$ cat src/rtl/key_seq_transmitter_if.sv
// Word-input and serial-output signal bundle for key_seq_transmitter.
// master drives the word side and observes the stream; slave is the transmitter.
interface key_seq_transmitter_if #(
    parameter int DATA_WIDTH = 8
);
    logic                  Active;
    logic                  Mode;
    logic [DATA_WIDTH-1:0] InData;
    logic                  InValid;
    logic                  InReady;
    logic                  TxBit;
    logic                  TxValid;
    logic                  TxLast;
    logic                  Busy;
    logic                  Done;

    modport master (
        output Active, Mode, InData, InValid,
        input  InReady, TxBit, TxValid, TxLast, Busy, Done
    );

    modport slave (
        input  Active, Mode, InData, InValid,
        output InReady, TxBit, TxValid, TxLast, Busy, Done
    );
endinterface

$ cat src/rtl/key_seq_transmitter.sv
// Serialises handshaken parallel words onto a one-bit stream once the key decoder
// reports Active; Mode picks LSB/MSB-first and an even-parity bit may follow the data.
module key_seq_transmitter #(
    parameter int DATA_WIDTH = 8,
    parameter int PARITY_EN  = 1
) (
    input  logic                 Clk,
    input  logic                 Reset,
    key_seq_transmitter_if.slave bus,
    output logic [1:0]           dbg_state
);
    // Handshake: a word moves on a rising Clk edge where InValid and InReady are
    // both high; InReady never depends on InValid, and InData is ignored otherwise.
    localparam int CW = $clog2(DATA_WIDTH) + 1;
    localparam logic [CW-1:0] LAST_IDX = CW'(DATA_WIDTH - 1);

    typedef enum logic [1:0] {
        IDLE   = 2'd0,
        SHIFT  = 2'd1,
        PARITY = 2'd2,
        DONE   = 2'd3
    } state_t;

    state_t                state;
    logic [DATA_WIDTH-1:0] shreg;
    logic [CW-1:0]         cnt;
    logic                  mode_q;
    logic                  par_acc;
    logic                  cur_bit;
    logic                  in_ready;

    assign cur_bit  = mode_q ? shreg[DATA_WIDTH-1] : shreg[0];
    assign in_ready = bus.Active && (state == IDLE) && !Reset;

    always_ff @(posedge Clk or posedge Reset) begin
        if (Reset) begin
            state   <= IDLE;
            shreg   <= '0;
            cnt     <= '0;
            mode_q  <= 1'b0;
            par_acc <= 1'b0;
        end else begin
            case (state)
                IDLE: begin
                    if (bus.InValid && in_ready) begin
                        shreg   <= bus.InData;
                        mode_q  <= bus.Mode;
                        cnt     <= '0;
                        par_acc <= 1'b0;
                        state   <= SHIFT;
                    end
                end
                SHIFT: begin
                    // The bit on the wire this cycle is folded into parity as it leaves.
                    par_acc <= par_acc ^ cur_bit;
                    shreg   <= mode_q ? {shreg[DATA_WIDTH-2:0], 1'b0}
                                      : {1'b0, shreg[DATA_WIDTH-1:1]};
                    cnt     <= cnt + CW'(1);
                    if (cnt == LAST_IDX) begin
                        state <= (PARITY_EN != 0) ? PARITY : DONE;
                    end
                end
                PARITY: state <= DONE;
                DONE:   state <= IDLE;
                default: state <= IDLE;
            endcase
        end
    end

    assign bus.InReady = in_ready;
    assign bus.TxValid = (state == SHIFT) || (state == PARITY);
    assign bus.TxBit   = (state == SHIFT)  ? cur_bit :
                         (state == PARITY) ? par_acc : 1'b0;
    assign bus.TxLast  = (PARITY_EN != 0) ? (state == PARITY)
                                          : ((state == SHIFT) && (cnt == LAST_IDX));
    assign bus.Busy    = (state != IDLE);
    assign bus.Done    = (state == DONE);
    assign dbg_state   = state;
endmodule
$ cat src/flat_wrapper.sv
// flat-port wrapper written by rule: the top's interface ports become plain ports
module key_seq_transmitter_flat 
#(
    parameter int DATA_WIDTH = 8,
    parameter int PARITY_EN  = 1
)
  (Clk, Reset, dbg_state, bus_Active, bus_Mode, bus_InData, bus_InValid, bus_InReady, bus_TxBit, bus_TxValid, bus_TxLast, bus_Busy, bus_Done);
  key_seq_transmitter_if #(.DATA_WIDTH(DATA_WIDTH)) bus_i ();
  input  logic Clk;
  input  logic Reset;
  output logic [1:0] dbg_state;
  input wire logic [$bits(bus_i.Active)-1:0] bus_Active;
  input wire logic [$bits(bus_i.Mode)-1:0] bus_Mode;
  input wire logic [$bits(bus_i.InData)-1:0] bus_InData;
  input wire logic [$bits(bus_i.InValid)-1:0] bus_InValid;
  output wire logic [$bits(bus_i.InReady)-1:0] bus_InReady;
  output wire logic [$bits(bus_i.TxBit)-1:0] bus_TxBit;
  output wire logic [$bits(bus_i.TxValid)-1:0] bus_TxValid;
  output wire logic [$bits(bus_i.TxLast)-1:0] bus_TxLast;
  output wire logic [$bits(bus_i.Busy)-1:0] bus_Busy;
  output wire logic [$bits(bus_i.Done)-1:0] bus_Done;
  assign bus_i.Active = bus_Active;
  assign bus_i.Mode = bus_Mode;
  assign bus_i.InData = bus_InData;
  assign bus_i.InValid = bus_InValid;
  assign bus_InReady = bus_i.InReady;
  assign bus_TxBit = bus_i.TxBit;
  assign bus_TxValid = bus_i.TxValid;
  assign bus_TxLast = bus_i.TxLast;
  assign bus_Busy = bus_i.Busy;
  assign bus_Done = bus_i.Done;
  key_seq_transmitter #(.DATA_WIDTH(DATA_WIDTH), .PARITY_EN(PARITY_EN)) u_core (.Clk(Clk), .Reset(Reset), .bus(bus_i), .dbg_state(dbg_state));
endmodule
$ cat config.mk
export PLATFORM = sky130hd
export DESIGN_NAME = key_seq_transmitter_flat
export DESIGN_NICKNAME = d
export VERILOG_FILES = /design/src/rtl/key_seq_transmitter_if.sv /design/src/rtl/key_seq_transmitter.sv /design/src/flat_wrapper.sv
export SDC_FILE = /design/constraint.sdc
export NUM_CORES = 1
export LEC_CHECK = 0
export CAP_MARGIN = 40
export CELL_PAD_IN_SITES_DETAIL_PLACEMENT = 1
export CELL_PAD_IN_SITES_GLOBAL_PLACEMENT = 1
export CORE_MARGIN = 2
export CORE_UTILIZATION = 41
export CTS_CLUSTER_SIZE = 28
export DETAILED_ROUTE_END_ITERATION = 16
export GPL_ROUTABILITY_DRIVEN = 0
export GPL_TIMING_DRIVEN = 0
export PLACE_DENSITY = 0.84
export SYNTH_ARGS = -nofsm -noshare
export SYNTH_HDL_FRONTEND = slang
export SYNTH_SLANG_ARGS = --single-unit
$ cat constraint.sdc
create_clock -name Clk -period 4.2 [get_ports Clk]
set_clock_uncertainty 0.15 [all_clocks]
set_input_delay 0.84 -clock Clk [delete_from_list [all_inputs] [get_ports Clk]]
set_output_delay 0.84 -clock Clk [all_outputs]
set_load 0.005 [all_outputs]
==> results of run 1 <==
power groups by stage:
| stage | Combinational (mW) | Sequential (mW) | Clock [mW] |
|---|---|---|---|
| 3_5_place_dp | 0.598 | 0.297 | 0 |
| 4_1_cts | 0.602 | 0.294 | 0.106 |
| 2_1_floorplan | 0.408 | 0.279 | 0 |
| 3_3_place_gp | 0.564 | 0.293 | 0 |
| 6_report | 0.591 | 0.293 | 0.106 |
| 5_1_grt | 0.650 | 0.306 | 0.112 |
worst max-delay path by stage:
| stage | from | endpoint | slack, ns | cells past startpoint |
|---|---|---|---|---|
| finish | Reset | bus_InReady | 0.65 | 4 |
| detailed placement | Reset | bus_InReady | 0.59 | 4 |
| CTS | Reset | bus_InReady | 0.59 | 4 |
| floorplan | Reset | bus_InReady | 1.76 | 2 |
| global placement | Reset | bus_InReady | 0.61 | 4 |
| global route | Reset | bus_InReady | 0.49 | 4 |
layout make-up:
| class | count | area, um^2 |
|---|---|---|
| inverters | 7 | 26.3 |
| plain buffers | 5 | 32.5 |
| fillers | 271 | 1120 |
| well taps | 30 | 37.5 |
| clock buffers | 4 | 36.3 |
| repair buffers | 20 | 200 |
| multi-input cells | 74 | 574 |
| flip-flops and latches | 16 | 400 |
critical path, stage by stage:
cell,delay (ns)
clkdlybuf4s50_1,0.44
inv_1,0.50
and3_2,0.27
clkdlybuf4s50_1,0.51
sequential cells by signal, summed over array words and instances, names as in the netlist:
name	cells
u_core.cnt	4
u_core.shreg	8
u_core.dbg_state	2
u_core.par_acc	1
u_core.mode_q	1
cell families (layout without fill, tap and decap cells):
group / after synthesis / after routing / share of synthesized area
DFF: 16 / 16 / 0.387
muxes: 18 / 18 / 0.186
and+or+nand+nor: 29 / 29 / 0.154
adders and majority gates: 6 / 6 / 0.0726
buffers and inverters: 12 / 36 / 0.0569
AOI/OAI and AO/OA: 21 / 21 / 0.143
Yosys cell counts:
| cell | number |
|---|---|
| ha_1 | 6 |
| mux2i_1 | 8 |
| nand2_1 | 7 |
| and3b_2 | 1 |
| nor2b_1 | 2 |
| a221o_1 | 1 |
| nand3_1 | 4 |
| and3_1 | 1 |
| mux2_2 | 10 |
| a2111oi_0 | 1 |
| o211ai_1 | 1 |
| a32o_1 | 1 |
| a211o_2 | 1 |
| o21ai_0 | 5 |
| clkbuf_1 | 1 |
| a21oi_4 | 1 |
| a21oi_1 | 7 |
| nand3b_4 | 1 |
| o22a_1 | 1 |
| buf_2 | 2 |
| dfrtp_1 | 16 |
| buf_6 | 1 |
| nor2_1 | 9 |
| buf_4 | 1 |
| nor3b_1 | 1 |
| inv_1 | 7 |
| nand3b_1 | 2 |
| a22oi_1 | 1 |
| and3_2 | 1 |
| a21o_2 | 1 |
layout by cell type (no fill, tap or decap), types with 2 or more instances in the layout:
cell	Yosys	layout
clkdlybuf4s50_1	0	20
nor2_1	9	9
a21oi_1	7	7
buf_2	2	2
dfrtp_1	16	16
mux2_2	10	10
nand3b_1	2	2
nor2b_1	2	2
inv_1	7	7
nand2_1	7	7
clkbuf_4	0	3
mux2i_1	8	8
nand3_1	4	4
ha_1	6	6
o21ai_0	5	5
per-stage QoR:
stage	power [mW]	hold slack (ns)	setup slack [ns]	cell area [um^2]	util
5_1_grt	1.07	0.423	0.494	1310	0.538
3_3_place_gp	0.857	0.353	0.612	1270	0.523
6_report	0.990	0.378	0.650	1310	0.538
4_1_cts	1.00	0.378	0.591	1310	0.538
3_5_place_dp	0.895	0.356	0.589	1270	0.523
2_1_floorplan	0.687	0.328	1.76	1030	-
layer usage:
metal | routed length [um] | share of wire
met5 | 0 | 0
met1 | 1070 | 0.45
met3 | 81 | 0.034
met2 | 1230 | 0.51
met4 | 13 | 0.0054
==> results.yml, run 1 <==
die:
  dieArea_um2: 2940
  die_y_um: 54.2
  core_area_um2: 2430
  fp.dieW_um: 54.2
  initial_utilization: 0.425
  ios: 21
  row_count: 18
critical_path:
  cp_data_arrival_time_ns: 2.56
  cp-end-kind: "primary output"
  reg2reg_to: "u_core.shreg[6]$_DFFE_PP0P_"
  r2r_cells: 6
  crit_type: "input pin to primary output"
  required_ns: 3.21
  rrSetupSlack_ns: 2.26
  crit_path_start_kind: "input pin"
  regToRegStartpoint: "u_core.dbg_state[1]$_DFFE_PP0P_"
  worstPathMaxFanout: 17
power:
  p_sw_frac: 0.398
  power_frac_comb: 0.597
  p_seq_frac: 0.296
  cellPowerDensity_nw_per_um2: 757
  cellLeakagePower_nw: 0.589
  pwr-share-clk: 0.107
  vdd_drop_max_uv: 447
  p_int_mw: 0.596
  p_switching_mw: 0.394
global_route:
  grt_pass1_vias: 927
  grtUsageMet1: 0.204
  grt_use_total: 0.188
  busiest_layer: "met2"
  grt_max_degree: 18
  grt_pass1_wl_um: 3970
  use_met2: 0.365
  antenna_found_initial: 0
  grt_use_met3: 0.0278
  grt-ovfl-total: 0
sta:
  fin_crit_ns: 3.55
  hold_viol: 0
  report.final.slew_viol_count: 0
  setup_viol: 0
  rsz0062_at_grt: "no"
  max_freq_ghz: 0.282
  fin_crit_sh: 0.845
  finalSetupTns_ns: 0
  tightest_slew_ns: 0.655
  slew_headroom: 0.563
drt:
  firstDrtPassIters: 4
  vias_per_cell: 5.29
  drc: 0
  ant_nets: 0
  wl_per_cell_um: 15.4
  dr.first_iter.drc_count: 2
  vias: 826
  wl_um: 2400
placement:
  portBuffers: 20
  placed_cells: 152
  dpl.hpwl_um: 1830
clock_network:
  clk_path_buf_depth: 2
  post-cts-setup-buffers: 0
  clk_pin_slew_ns: 0.10
  htreeDepth: 1
  clock_tree.root_cell: "clkbuf_4"
  postCtsHoldBufs: 0
  cts_resized: 0
  cts_buffers: 3
  clkLatencyLatePin_ns: 0.29
  cts_tree: "done"
  cts_sinks: 16
finish:
  area_growth_pct: 26.5
  drive_above_1_share: 0.190
  num-nets-final: 146
  finalNonFillerCells: 156
  antenna_cells: 0
yosys:
  yosysTopAreaCell: "dfrtp_1"
  avgSynthCellArea_um2: 10.1
  synth_top_area_frac: 0.387
  synth_cell_types: 30
  syn_nets: 121
  synthTopCellsByArea: "dfrtp_1, mux2_2, mux2i_1"
  ys_ff_latch: 16
  syn_area_um2: 1030
  yosysSeqAreaShare: 0.387
  ys_warn_count: 0
  syn_inst: 102
run:
  maxCapViolations: 0
min_path:
  worstHoldEndpoint: "u_core.cnt[0]$_DFFE_PP0P_"
  hold_depth: 1
  holdCritPathClass: "register to register"
  holdCritStartpoint: "u_core.cnt[0]$_DFFE_PP0P_"
outcome:
  status: "complete, no violations"
Power figures use the tool's default switching activity.
==> run 2, diff against run 1 <==
--- a/config.mk
+++ b/config.mk
@@ -8,13 +8,14 @@
 export CAP_MARGIN = 40
 export CELL_PAD_IN_SITES_DETAIL_PLACEMENT = 1
 export CELL_PAD_IN_SITES_GLOBAL_PLACEMENT = 1
+export CORE_ASPECT_RATIO = 0.5
 export CORE_MARGIN = 2
-export CORE_UTILIZATION = 41
+export CORE_UTILIZATION = 35
 export CTS_CLUSTER_SIZE = 28
 export DETAILED_ROUTE_END_ITERATION = 16
 export GPL_ROUTABILITY_DRIVEN = 0
 export GPL_TIMING_DRIVEN = 0
-export PLACE_DENSITY = 0.84
+export PLACE_DENSITY = 0.77
 export SYNTH_ARGS = -nofsm -noshare
 export SYNTH_HDL_FRONTEND = slang
 export SYNTH_SLANG_ARGS = --single-unit
==> constraint.sdc (replaced) <==
create_clock -name Clk -period 3 [get_ports Clk]
set_clock_uncertainty 0.15 [all_clocks]
set_input_delay 0.6 -clock Clk [delete_from_list [all_inputs] [get_ports Clk]]
set_output_delay 0.6 -clock Clk [all_outputs]
set_load 0.005 [all_outputs]
==> run 2 against run 1 <==
Sequential power grew 40%. Core utilization fell by 4.0 points. Critical path depth grew 1. Cell area up 2.7%. Combinational power increased by 35%. Critical path type is now register to primary output. Critical endpoint unchanged. Largest power group unchanged.
==> results.yml, run 2 (synthesis results as in run 1) <==
global_route:
  grt-ovfl-total: 0
  grt_use_total: 0.155
  grt_pass1_wl_um: 4040
  grt_pass1_vias: 910
  antenna_found_initial: 0
  grt_max_degree: 17
power:
  cellLeakagePower_nw: 0.595
  power_frac_comb: 0.566
  p_sw_frac: 0.380
  vdd_drop_max_uv: 606
  pwr-share-clk: 0.143
  p_switching_mw: 0.535
  cellPowerDensity_nw_per_um2: 1050
  p_int_mw: 0.875
  p_seq_frac: 0.291
critical_path:
  cp_data_arrival_time_ns: 1.94
  required_ns: 2.25
  worstPathMaxFanout: 10
  crit_path_start_kind: "register"
  crit_type: "register to primary output"
  cp-end-kind: "primary output"
sta:
  slew_headroom: 0.736
  max_freq_ghz: 0.372
  rsz0062_at_grt: "no"
  fin_crit_sh: 0.895
  hold_viol: 0
  setup_viol: 0
  tightest_slew_ns: 0.386
  fin_crit_ns: 2.69
  finalSetupTns_ns: 0
  report.final.slew_viol_count: 0
finish:
  num-nets-final: 146
  finalNonFillerCells: 163
  regArea_um2: 400
  drive_above_1_share: 0.206
  largest_register: "u_core.shreg"
  largest_reg_flops: 8
  antenna_cells: 0
  final_cell_mix: "clkdlybuf4s50_1, dfrtp_1, mux2_2"
  fillers: 321
  mostFrequentLayoutCell: "clkdlybuf4s50_1"
  multi_input_area_um2: 574
  area_growth_pct: 29.9
min_path:
  holdCritPathClass: "register to register"
die:
  initial_utilization: 0.383
  core_area_um2: 2700
  dieArea_um2: 3430
  ios: 21
  row_count: 13
  die_y_um: 42.4
  fp.dieW_um: 80.9
drt:
  ant_nets: 0
  drc: 0
  vias_per_cell: 5.04
  wl_um: 2290
  vias: 821
  firstDrtPassIters: 2
  wl_per_cell_um: 14.1
  dr.first_iter.drc_count: 20
clock_network:
  cts_sinks: 16
  cts_buffers: 3
  clkLatencyLatePin_ns: 0.26
  postCtsHoldBufs: 0
  clk_path_buf_depth: 2
  htreeDepth: 1
  clock_tree.root_cell: "clkbuf_8"
  clk_pin_slew_ns: 0.07
  cts_tree: "done"
placement:
  dpl.hpwl_um: 1680
  placed_cells: 159
  portBuffers: 20
run:
  maxCapViolations: 0
outcome:
  status: "complete, no violations"
[run 2: changes by cell type in the layout (fill, tap and decap cells not counted)]
| cell | previous run | this run |
|---|---|---|
| clkbuf_8 | 1 | 4 |
| clkbuf_1 | 1 | 0 |
| inv_1 | 7 | 6 |
| clkbuf_4 | 3 | 0 |
| buf_4 | 1 | 2 |
| clkinvlp_4 | 0 | 1 |
[run 2: critical path, stage by stage, from the launching register on]
cell	delay [ns]
dfrtp_1	0.41
inv_1	0.13
ha_1	0.19
buf_2	0.23
and3_2	0.21
clkdlybuf4s50_1	0.50
[run 2: per-layer routing]
metal / GRT usage / share of wire / vias up
met5: 0 / 0 / -
met4: 0.0508 / 0.016 / 0
met3: 0.0323 / 0.027 / 5
met2: 0.269 / 0.46 / 10
met1: 0.191 / 0.49 / 400
li1: - / - / 406
[run 2: power groups by stage]
stage	sequential, mW	clock (mW)	combinational [mW]
global route	0.425	0.216	0.891
global placement	0.410	0	0.792
finish	0.410	0.202	0.797
CTS	0.411	0.206	0.818
floorplan	0.390	0	0.571
detailed placement	0.415	0	0.811
[run 2: path summary, 6_finish.rpt]
check | depth (start not counted) | to | slack, ns | startpoint
max | 5 | bus_InReady | 0.31 | u_core.dbg_state[0]$_DFFE_PP0P_
min in group asynchronous | 3 | u_core.par_acc$_DFFE_PP0P_ | 0.63 | Reset
min reg2reg | 1 | u_core.cnt[0]$_DFFE_PP0P_ | 0.38 | u_core.cnt[0]$_DFFE_PP0P_
max in group asynchronous | 3 | u_core.shreg[0]$_DFFE_PP0P_ | 1.88 | Reset
max reg2reg | 6 | u_core.shreg[4]$_DFFE_PP0P_ | 1.09 | u_core.dbg_state[1]$_DFFE_PP0P_
min | 1 | u_core.cnt[0]$_DFFE_PP0P_ | 0.38 | u_core.cnt[0]$_DFFE_PP0P_
[run 2: repair_timing]
action | CTS | global route
setup endpoints to repair | 1 | 1
buffers inserted | 1 | 0
hold endpoints to repair | 0 | 0
gates resized for setup | 1 | 0
[run 2: layout make-up]
type                            count  share of cell area
Sequential cell                    16               0.298
Buffer                              4              0.0214
Multi-Input combinational cell     74               0.428
Inverter                            7              0.0224
Clock buffer                        4              0.0410
Tap cell                           37              0.0345
Timing Repair Buffer               21               0.155
[run 2: through the flow]
step	total power, mW	setup WS (ns)	area, um^2	util	hold WS (ns)
after floorplan	0.962	1.04	1030	-	0.328
after global placement	1.20	-0.104	1280	0.474	0.352
after detailed placement	1.23	-0.119	1280	0.474	0.359
after CTS	1.44	0.0466	1350	0.499	0.378
after global routing	1.53	0.225	1340	0.497	0.397
final	1.41	0.315	1340	0.497	0.381
==> run 3, diff against run 2 <==
--- a/config.mk
+++ b/config.mk
@@ -5,17 +5,18 @@
 export SDC_FILE = /design/constraint.sdc
 export NUM_CORES = 1
 export LEC_CHECK = 0
+export ABC_AREA = 1
 export CAP_MARGIN = 40
-export CELL_PAD_IN_SITES_DETAIL_PLACEMENT = 1
-export CELL_PAD_IN_SITES_GLOBAL_PLACEMENT = 1
+export CELL_PAD_IN_SITES_DETAIL_PLACEMENT = 0
+export CELL_PAD_IN_SITES_GLOBAL_PLACEMENT = 2
 export CORE_ASPECT_RATIO = 0.5
 export CORE_MARGIN = 2
-export CORE_UTILIZATION = 35
+export CORE_UTILIZATION = 25
 export CTS_CLUSTER_SIZE = 28
 export DETAILED_ROUTE_END_ITERATION = 16
 export GPL_ROUTABILITY_DRIVEN = 0
 export GPL_TIMING_DRIVEN = 0
-export PLACE_DENSITY = 0.77
+export PLACE_DENSITY = 0.75
 export SYNTH_ARGS = -nofsm -noshare
 export SYNTH_HDL_FRONTEND = slang
 export SYNTH_SLANG_ARGS = --single-unit
==> run 3 against run 2 <==
Worst hold slack lost 0.015 ns. Synthesized cell count grew 32%. Wire length grew 0.57%. Synthesized area shrank 1.2%. Flip-flop and latch count is the same. Critical endpoint is now bus_TxBit.
==> results.yml, run 3 <==
finish:
  largest_register: "u_core.shreg"
  postLayoutCoreUtil: 0.344
  num-nets-final: 179
  regArea_um2: 400
  largest_reg_flops: 8
  area_growth_pct: 31.6
  finalNonFillerCells: 213
  mostFrequentLayoutCell: "nand2_1"
  multi_input_area_um2: 531
  final_cell_mix: "nand2_1, clkdlybuf4s50_1, dfrtp_1"
  fillers: 411
  drive_above_1_share: 0.113
  antenna_cells: 0
  final_area_um2: 1340
power:
  p_switching_mw: 0.544
  cellPowerDensity_nw_per_um2: 954
  power_mw: 1.28
  power_frac_comb: 0.547
  pwr-share-clk: 0.153
  p_seq_frac: 0.300
  p_int_mw: 0.739
  p_sw_frac: 0.424
  vdd_drop_max_uv: 260
  cellLeakagePower_nw: 0.650
global_route:
  grt-ovfl-total: 0
  grt_pass1_vias: 899
  grtUsageMet1: 0.159
  antenna_found_initial: 0
  grt_pass1_wl_um: 4110
  grt_max_degree: 18
  grt_use_total: 0.117
  grt_use_met3: 0.0402
  busiest_layer: "met2"
  use_met2: 0.174
drt:
  ant_nets: 0
  vias: 867
  wl_per_cell_um: 10.8
  dr.first_iter.drc_count: 18
  vias_per_cell: 4.07
  firstDrtPassIters: 2
  wl_um: 2310
  drc: 0
run:
  maxCapViolations: 0
yosys:
  synthAdderAreaFrac: 0.0735
  synth_top_family_by_area: "simple AND/OR/NAND/NOR gates"
  synthXorXnorAreaFrac: 0
  synth_top_area_frac: 0.392
  yosys-top-cells-count: "nand2_1, dfrtp_1, inv_1, nand3_1, ha_1"
  synth_simple_gate_area_share: 0.387
  ys.flop_type: "dfrtp_1"
  ys_ff_latch: 16
  yosysTopAreaCell: "dfrtp_1"
  ys_warn_count: 0
  synth_cell_types: 24
  synthTopCellsByArea: "dfrtp_1, nand2_1, ha_1"
  syn_area_um2: 1020
  yosysMostFrequentCell: "nand2_1"
  synthMuxAreaShare: 0
  yosysSeqAreaShare: 0.392
  syn_inst: 135
  syn_nets: 154
  synth-compound-area-share: 0.0588
  avgSynthCellArea_um2: 7.56
  synth_edf_count: 0
  async_reset_ff_frac: 1.00
sta:
  hold_viol: 0
  tightest_slew_ns: 0.714
  setup_ws_ns: 0.207
  whs_ns: 0.366
  report.final.slew_viol_count: 0
  fin_crit_sh: 0.931
  rsz0062_at_grt: "no"
  max_freq_ghz: 0.358
  slew_headroom: 0.524
  finalSetupTns_ns: 0
  fin_crit_ns: 2.79
  setup_viol: 0
die:
  row_count: 16
  initial_utilization: 0.262
  dieArea_um2: 4640
  fp.dieW_um: 94.4
  die_y_um: 49.2
  core_area_um2: 3900
  ios: 21
clock_network:
  clkLatencyLatePin_ns: 0.26
  cts_sinks: 16
  clock_tree.root_cell: "clkbuf_8"
  clk_path_buf_depth: 2
  htreeDepth: 1
  postCtsHoldBufs: 0
  cts_resized: 0
  clk_pin_slew_ns: 0.07
  cts_buffers: 3
  cts_tree: "done"
  post-cts-setup-buffers: 0
critical_path:
  cp_data_arrival_time_ns: 2.04
  worstPathMaxFanout: 10
  required_ns: 2.25
  crit_path_start_kind: "register"
  cp-end-kind: "primary output"
  r2r_cells: 9
  crit_type: "register to primary output"
  regToRegStartpoint: "u_core.dbg_state[1]$_DFFE_PP0P_"
  worstSetupStartpoint: "u_core.dbg_state[1]$_DFFE_PP0P_"
placement:
  placed_cells: 209
  dpl.hpwl_um: 1670
  pre_cts_ws_ns: 0.434
  place_area_um2: 1290
  portBuffers: 20
min_path:
  holdCritStartpoint: "u_core.shreg[3]$_DFFE_PP0P_"
  holdCritPathClass: "register to register"
  hold_depth: 2
outcome:
  status: "complete, no violations"
## run 3: cell types whose count changed after synthesis, moves of 4 or more
cell     delta
a21oi_1     -6
inv_1       +4
mux2_2     -10
mux2i_1     -8
nand2_1    +56
nand3_1     +6
nor2_1      -4
## run 3: final cells by class
cell class	count	share of cell area
flip-flops and latches	16	0.298
clock buffers	4	0.0410
repair buffers	20	0.149
plain buffers	3	0.0289
inverters	13	0.0382
well taps	54	0.0503
multi-input cells	103	0.395
## run 3: cell families (layout without fill, tap and decap cells)
logic type	count (synthesis)	in the layout
DFF	16	16
adders and majority gates	6	6
AOI/OAI and AO/OA	10	10
buffers and inverters	16	40
and+or+nand+nor	87	87
## run 3: final timing paths
kind                            slack, ns                          end
worst max-delay path                 0.21                    bus_TxBit
worst max register to register       1.33  u_core.shreg[6]$_DFFE_PP0P_
worst min-delay path                 0.37  u_core.shreg[3]$_DFFE_PP0P_
max in group asynchronous            1.60    u_core.cnt[0]$_DFFE_PP0P_
worst min register to register       0.37  u_core.shreg[3]$_DFFE_PP0P_
min in group asynchronous            0.64    u_core.mode_q$_DFFE_PP0P_
## run 3: worst max-delay path, stage by stage (launching register included)
cell	delay, ns
dfrtp_1	0.43
inv_1	0.10
ha_1	0.18
buf_4	0.17
inv_2	0.10
buf_6	0.15
nand3_1	0.07
o21ai_0	0.07
clkdlybuf4s50_1	0.52
## run 3: per-layer routing
| layer | vias up | part of all wire | routed length, um |
|---|---|---|---|
| met5 | - | 0 | 0 |
| met4 | 0 | 0 | 0 |
| met3 | 0 | 0.037 | 85 |
| met2 | 14 | 0.45 | 1040 |
| met1 | 383 | 0.51 | 1180 |
| li1 | 470 | - | - |
## run 3: power groups by stage
stage | clock, mW | combinational [mW] | sequential (mW)
final | 0.196 | 0.702 | 0.385
after detailed placement | 0 | 0.714 | 0.389
after CTS | 0.202 | 0.715 | 0.386
after global routing | 0.216 | 0.804 | 0.401
after global placement | 0 | 0.712 | 0.388
after floorplan | 0 | 0.481 | 0.370
==> variant 1: new RTL, flow settings as in run 3 <==
`DATA_WIDTH` is set to 8 in 3 places; all go to 32.
--- a/src/rtl/key_seq_transmitter_if.sv
+++ b/src/rtl/key_seq_transmitter_if.sv
@@ -1,7 +1,7 @@
 // Word-input and serial-output signal bundle for key_seq_transmitter.
 // master drives the word side and observes the stream; slave is the transmitter.
 interface key_seq_transmitter_if #(
-    parameter int DATA_WIDTH = 8
+    parameter int DATA_WIDTH = 32
 );
     logic                  Active;
     logic                  Mode;
--- a/src/rtl/key_seq_transmitter.sv
+++ b/src/rtl/key_seq_transmitter.sv
@@ -1,7 +1,7 @@
 // Serialises handshaken parallel words onto a one-bit stream once the key decoder
 // reports Active; Mode picks LSB/MSB-first and an even-parity bit may follow the data.
 module key_seq_transmitter #(
-    parameter int DATA_WIDTH = 8,
+    parameter int DATA_WIDTH = 32,
     parameter int PARITY_EN  = 1
 ) (
     input  logic                 Clk,
--- a/src/flat_wrapper.sv
+++ b/src/flat_wrapper.sv
@@ -1,7 +1,7 @@
 // flat-port wrapper written by rule: the top's interface ports become plain ports
 module key_seq_transmitter_flat 
 #(
-    parameter int DATA_WIDTH = 8,
+    parameter int DATA_WIDTH = 32,
     parameter int PARITY_EN  = 1
 )
   (Clk, Reset, dbg_state, bus_Active, bus_Mode, bus_InData, bus_InValid, bus_InReady, bus_TxBit, bus_TxValid, bus_TxLast, bus_Busy, bus_Done);
Interface: changed (resized bus_InData); port bits go from 21 to 45. No check against the original RTL was run, so the function may have changed too.
==> variant 1 against run 3 <==
Non-clock buffer count increased by 44. Sequential cell count is 26 higher. Worst setup slack got worse by 0.045 ns. Cell area rose to 2.5 times the old value. Maximum frequency down 1.6%. Wire length rose to 3.1 times the old value. Final cell count rose to 2.6 times the old value. Total power grew to 2.5 times the old value. Sequential share of layout area up 1.3 points. Synthesized area grew to 2.5 times the old value.
==> variant 1: results (changes against run 3) <==
* Status: complete, no violations (unchanged)
- The uppermost layer routed is met4 (was met3).
* Final cell area excluding filler cells: 3380 um2 (was 1340 um2)
- The final worst hold slack was 0.356 ns (was 0.366 ns).
* Met3 usage in global routing: 0.0301 (was 0.0402)
* Met1 track demand over resource: 0.197 (was 0.159)
- Number of cells in the design after placement: 541 (was 209)
- Switching power total: 1.41 mW (was 0.544 mW)
- Compound-cell area share of the yosys netlist: 0.144 (was 0.0588)
* Final nets: 451 (was 179)
- Cell types with the highest counts after synthesis: sky130_fd_sc_hd__nand2_1 (129), sky130_fd_sc_hd__dfrtp_1 (42), sky130_fd_sc_hd__nor2_1 (32) (was sky130_fd_sc_hd__nand2_1 (63), sky130_fd_sc_hd__dfrtp_1 (16), sky130_fd_sc_hd__inv_1 (11))
- The detailed-routing wirelength on met1 came to 3.88 mm (was 1.18 mm).
- Post-detail-place hpwl: 5.14 mm (was 1.67 mm)
- The proportion of synthesized chip area in sequential cells is 0.406 (was 0.392).
* Data arrival at the endpoint of the critical path: 2.09 ns (was 2.04 ns)
- R2R Path Start: u_core.dbg_state[0] (was u_core.dbg_state[1])
- The pre-CTS setup slack came to 0.349 ns (was 0.434 ns).
- The number of nets in the synthesized netlist was 399 (was 154).
- Origin of the worst min-delay path: u_core.shreg[24] (was u_core.shreg[3])
* Drt via density: 4.35 (was 4.07)
* Post-synthesis instance total: 356 (was 135)
* Via count of the first global-routing pass: 2333 (was 899)
- Placement Cell Area: 3220 um2 (was 1290 um2)
- Largest net degree at the start of global routing: 26 (was 18)
- The slew at the pin with the worst max-slew slack came to 0.495 ns (was 0.714 ns).
* Flop2flop setup slack: 1.13 ns (was 1.33 ns)
- Proportion of power drawn by combinational gates: 0.531 (was 0.547)
* Met2 layer wire length in the routed design: 2.95 mm (was 1.04 mm)
- Routed len/inst: 12.9 um (was 10.8 um)
- The global-route total usage across every layer came to 0.134 (was 0.117).
- The number of flip-flops under the largest register name is 32 (was 8).
- The maximum level of the CTS H-tree was 2 (was 1).
- The endpoint with the worst hold slack is u_core.shreg[24] (was u_core.shreg[3]).
* Post-cts gate resize count: 0 (unchanged)
- The power dissipated in the clock network is 0.552 mW (was 0.196 mW).
- Largest cells by area after synthesis: sky130_fd_sc_hd__dfrtp_1 (41%), sky130_fd_sc_hd__nand2_1 (19%), sky130_fd_sc_hd__nand3_1 (5.8%) (was sky130_fd_sc_hd__dfrtp_1 (39%), sky130_fd_sc_hd__nand2_1 (23%), sky130_fd_sc_hd__ha_1 (7.4%))
* Final critical-path required period: 2.84 ns (was 2.79 ns)
* Final total power: 3.24 mW (was 1.28 mW)
* Final Non-Filler Cells: 549 (was 213)
- The count of routing violations after the opening detailed-route iteration is 110 (was 18).
- The TritonCTS buffer count was 5 (was 3).
- Peak supply drop: 347 uV (was 260 uV)
* Path depth of the worst reg2reg path: 7 (was 9)
- Static Leakage: 1.59 nW (was 0.650 nW)
- Mux cell area share after synthesis: 0 (unchanged)
- The post-synthesis adder-cell area fraction was 0.0290 (was 0.0735).
variant 1: cell count changes after synthesis, moves of 12 or more:
| cell | run 3 | this run |
|---|---|---|
| sky130_fd_sc_hd__buf_2 | 0 | 12 |
| sky130_fd_sc_hd__dfrtp_1 | 16 | 42 |
| sky130_fd_sc_hd__inv_1 | 11 | 29 |
| sky130_fd_sc_hd__nand2_1 | 63 | 129 |
| sky130_fd_sc_hd__nand3_1 | 10 | 30 |
| sky130_fd_sc_hd__nor2_1 | 5 | 32 |
| sky130_fd_sc_hd__o211ai_1 | 1 | 15 |
| sky130_fd_sc_hd__o21ai_0 | 5 | 19 |
variant 1: area by class of cell:
cell class / instances / area (um2)
fillers: 1126 / 6770
multi-input cells: 262 / 1260
flip-flops and latches: 42 / 1050
repair buffers: 45 / 460
well taps: 140 / 175
plain buffers: 22 / 164
clock buffers: 7 / 143
inverters: 30 / 113
clock inverters: 1 / 5.00
==> variant 2: new RTL, config.mk and constraints of run 3 <==
Made on the original files. Make the reset (`Reset`) synchronous in one clocked block.
--- a/src/rtl/key_seq_transmitter.sv
+++ b/src/rtl/key_seq_transmitter.sv
@@ -32,7 +32,7 @@
     assign cur_bit  = mode_q ? shreg[DATA_WIDTH-1] : shreg[0];
     assign in_ready = bus.Active && (state == IDLE) && !Reset;
 
-    always_ff @(posedge Clk or posedge Reset) begin
+    always_ff @(posedge Clk) begin
         if (Reset) begin
             state   <= IDLE;
             shreg   <= '0;
Behaviour: differs if Reset is asserted again (counterexample within 4 cycles, from zero or initial values and one cycle with Reset high); with Reset held inactive, the same outputs for 10 cycles.
==> variant 2 against run 3 <==
Wire length up 15%. Global-route usage is 1.6 points higher. Sequential cell count is the same. Register-to-register slack worse by 0.05 ns. Cell area shrank 4.6%. Worst setup slack gained 0.065 ns. Synthesized area is 5.6% lower. Sequential share of layout area down 4.8 points. Total power shrank 27%. Largest cell class unchanged. Largest power group unchanged.
==> variant 2: results (changes against run 3) <==
- The start point of the worst hold path is u_core.par_acc (was u_core.shreg[3]).
- The number of nets in the synthesized netlist is 171 (was 154).
* Met1 track demand over resource: 0.163 (was 0.159)
* Peak supply drop: 324 uV (was 260 uV)
- The met2 track demand over resource in global routing came to 0.241 (was 0.174).
* Cell types with the highest counts after synthesis: sky130_fd_sc_hd__nand2_1 (42), sky130_fd_sc_hd__nor2_1 (27), sky130_fd_sc_hd__dfxtp_1 (16) (was sky130_fd_sc_hd__nand2_1 (63), sky130_fd_sc_hd__dfrtp_1 (16), sky130_fd_sc_hd__inv_1 (11))
* Worst-path fanout max: 9 (was 10)
* Worst-margin pin slew: 0.429 ns (was 0.714 ns)
- The global-route total usage across every layer is 0.133 (was 0.117).
* Path depth of the worst reg2reg path: 8 (was 9)
* Register area share after synthesis: 0.332 (was 0.392)
* Endpoint of the worst-slack reg-to-reg timing path: u_core.shreg[1] (was u_core.shreg[6])
- The share of final-layout standard cells stronger than drive strength 1 came to 0.0852 (was 0.113).
- The uppermost layer routed is met4 (was met3).
- The number of global-route vias before repair is 942 (was 899).
- Post-layout utilization of the core: 0.360 (was 0.344)
- The fill cell total of the finished layout is 414 (was 411).
- Status: complete, no violations (unchanged).
- The wire length on met3 was 91 um (was 85 um).
- The average routed wire per standard cell came to 11.6 um (was 10.8 um).
* Most instantiated flip-flop cell in the synthesis netlist: sky130_fd_sc_hd__dfxtp_1 (was sky130_fd_sc_hd__dfrtp_1)
- Met3 usage in global routing: 0.0362 (was 0.0402)
* Share of flip-flops with an asynchronous set or reset after synthesis: 0 (was 1.00)
- Number of detailed-routing iterations run before antenna repair: 3 (was 2)
- Largest net degree at the start of global routing: 11 (was 18)
* Delay of the slowest cell on the worst path: 0.43 ns (was 0.52 ns)
* Adder and majority gate portion of the synthesized area: 0.0779 (was 0.0735)
* Post-detail-place hpwl: 1.91 mm (was 1.67 mm)
* Compound-cell area share of the yosys netlist: 0.119 (was 0.0588)
- Met2 layer wire length in the routed design: 1.17 mm (was 1.04 mm)
* Drt via density: 4.39 (was 4.07)
- Number of violations reported at the end of detailed-routing iteration 0: 43 (was 18)
- The leakage power is 0.602 nW (was 0.650 nW).
* Post-synthesis instance total: 152 (was 135)
- The data arrival time of the worst path was 1.98 ns (was 2.04 ns).
* Length of routed wiring on met1: 1.37 mm (was 1.18 mm)
* Final nets: 196 (was 179)
## variant 2: cell types whose count changed in the layout (fill, tap and decap cells not counted), moves of 2 or more
cell / before / now
sky130_fd_sc_hd__nand3_1: 10 / 12
sky130_fd_sc_hd__nand2_1: 63 / 42
sky130_fd_sc_hd__buf_2: 0 / 4
sky130_fd_sc_hd__o21ai_0: 5 / 15
sky130_fd_sc_hd__nor2_1: 5 / 27
sky130_fd_sc_hd__dfrtp_1: 16 / 0
sky130_fd_sc_hd__inv_2: 1 / 3
sky130_fd_sc_hd__dfxtp_1: 0 / 16
sky130_fd_sc_hd__nand3_2: 2 / 0
sky130_fd_sc_hd__o21ai_2: 2 / 0
sky130_fd_sc_hd__a21oi_1: 1 / 7
## variant 2: kinds of logic after synthesis
logic type	after synthesis
flip-flops	16
AND/OR/NAND/NOR	86
adder cells (fa/ha/maj)	6
buffers and inverters	21
AO/OA/AOI/OAI	23
## variant 2: power groups by stage
stage | clock network (mW) | registers [mW] | logic (mW)
finish | 0.203 | 0.303 | 0.426
global route | 0.215 | 0.312 | 0.493
CTS | 0.213 | 0.303 | 0.436
detailed placement | 0 | 0.309 | 0.432
global placement | 0 | 0.310 | 0.431
floorplan | 0 | 0.300 | 0.272
## variant 2: through the flow
stage | worst slack, ns | hold slack [ns]
2_1_floorplan | 1.19 | 0.310
3_3_place_gp | 0.463 | 0.335
3_5_place_dp | 0.479 | 0.342
4_1_cts | 0.231 | 0.362
5_1_grt | 0.0984 | 0.402
6_report | 0.272 | 0.358
## variant 2: final cells by class
type	instances	area share
Sequential cell	16	0.250
Multi-Input combinational cell	115	0.430
Timing Repair Buffer	20	0.156
Inverter	16	0.0468
Tap cell	51	0.0498
Buffer	5	0.0244
Clock buffer	4	0.0429
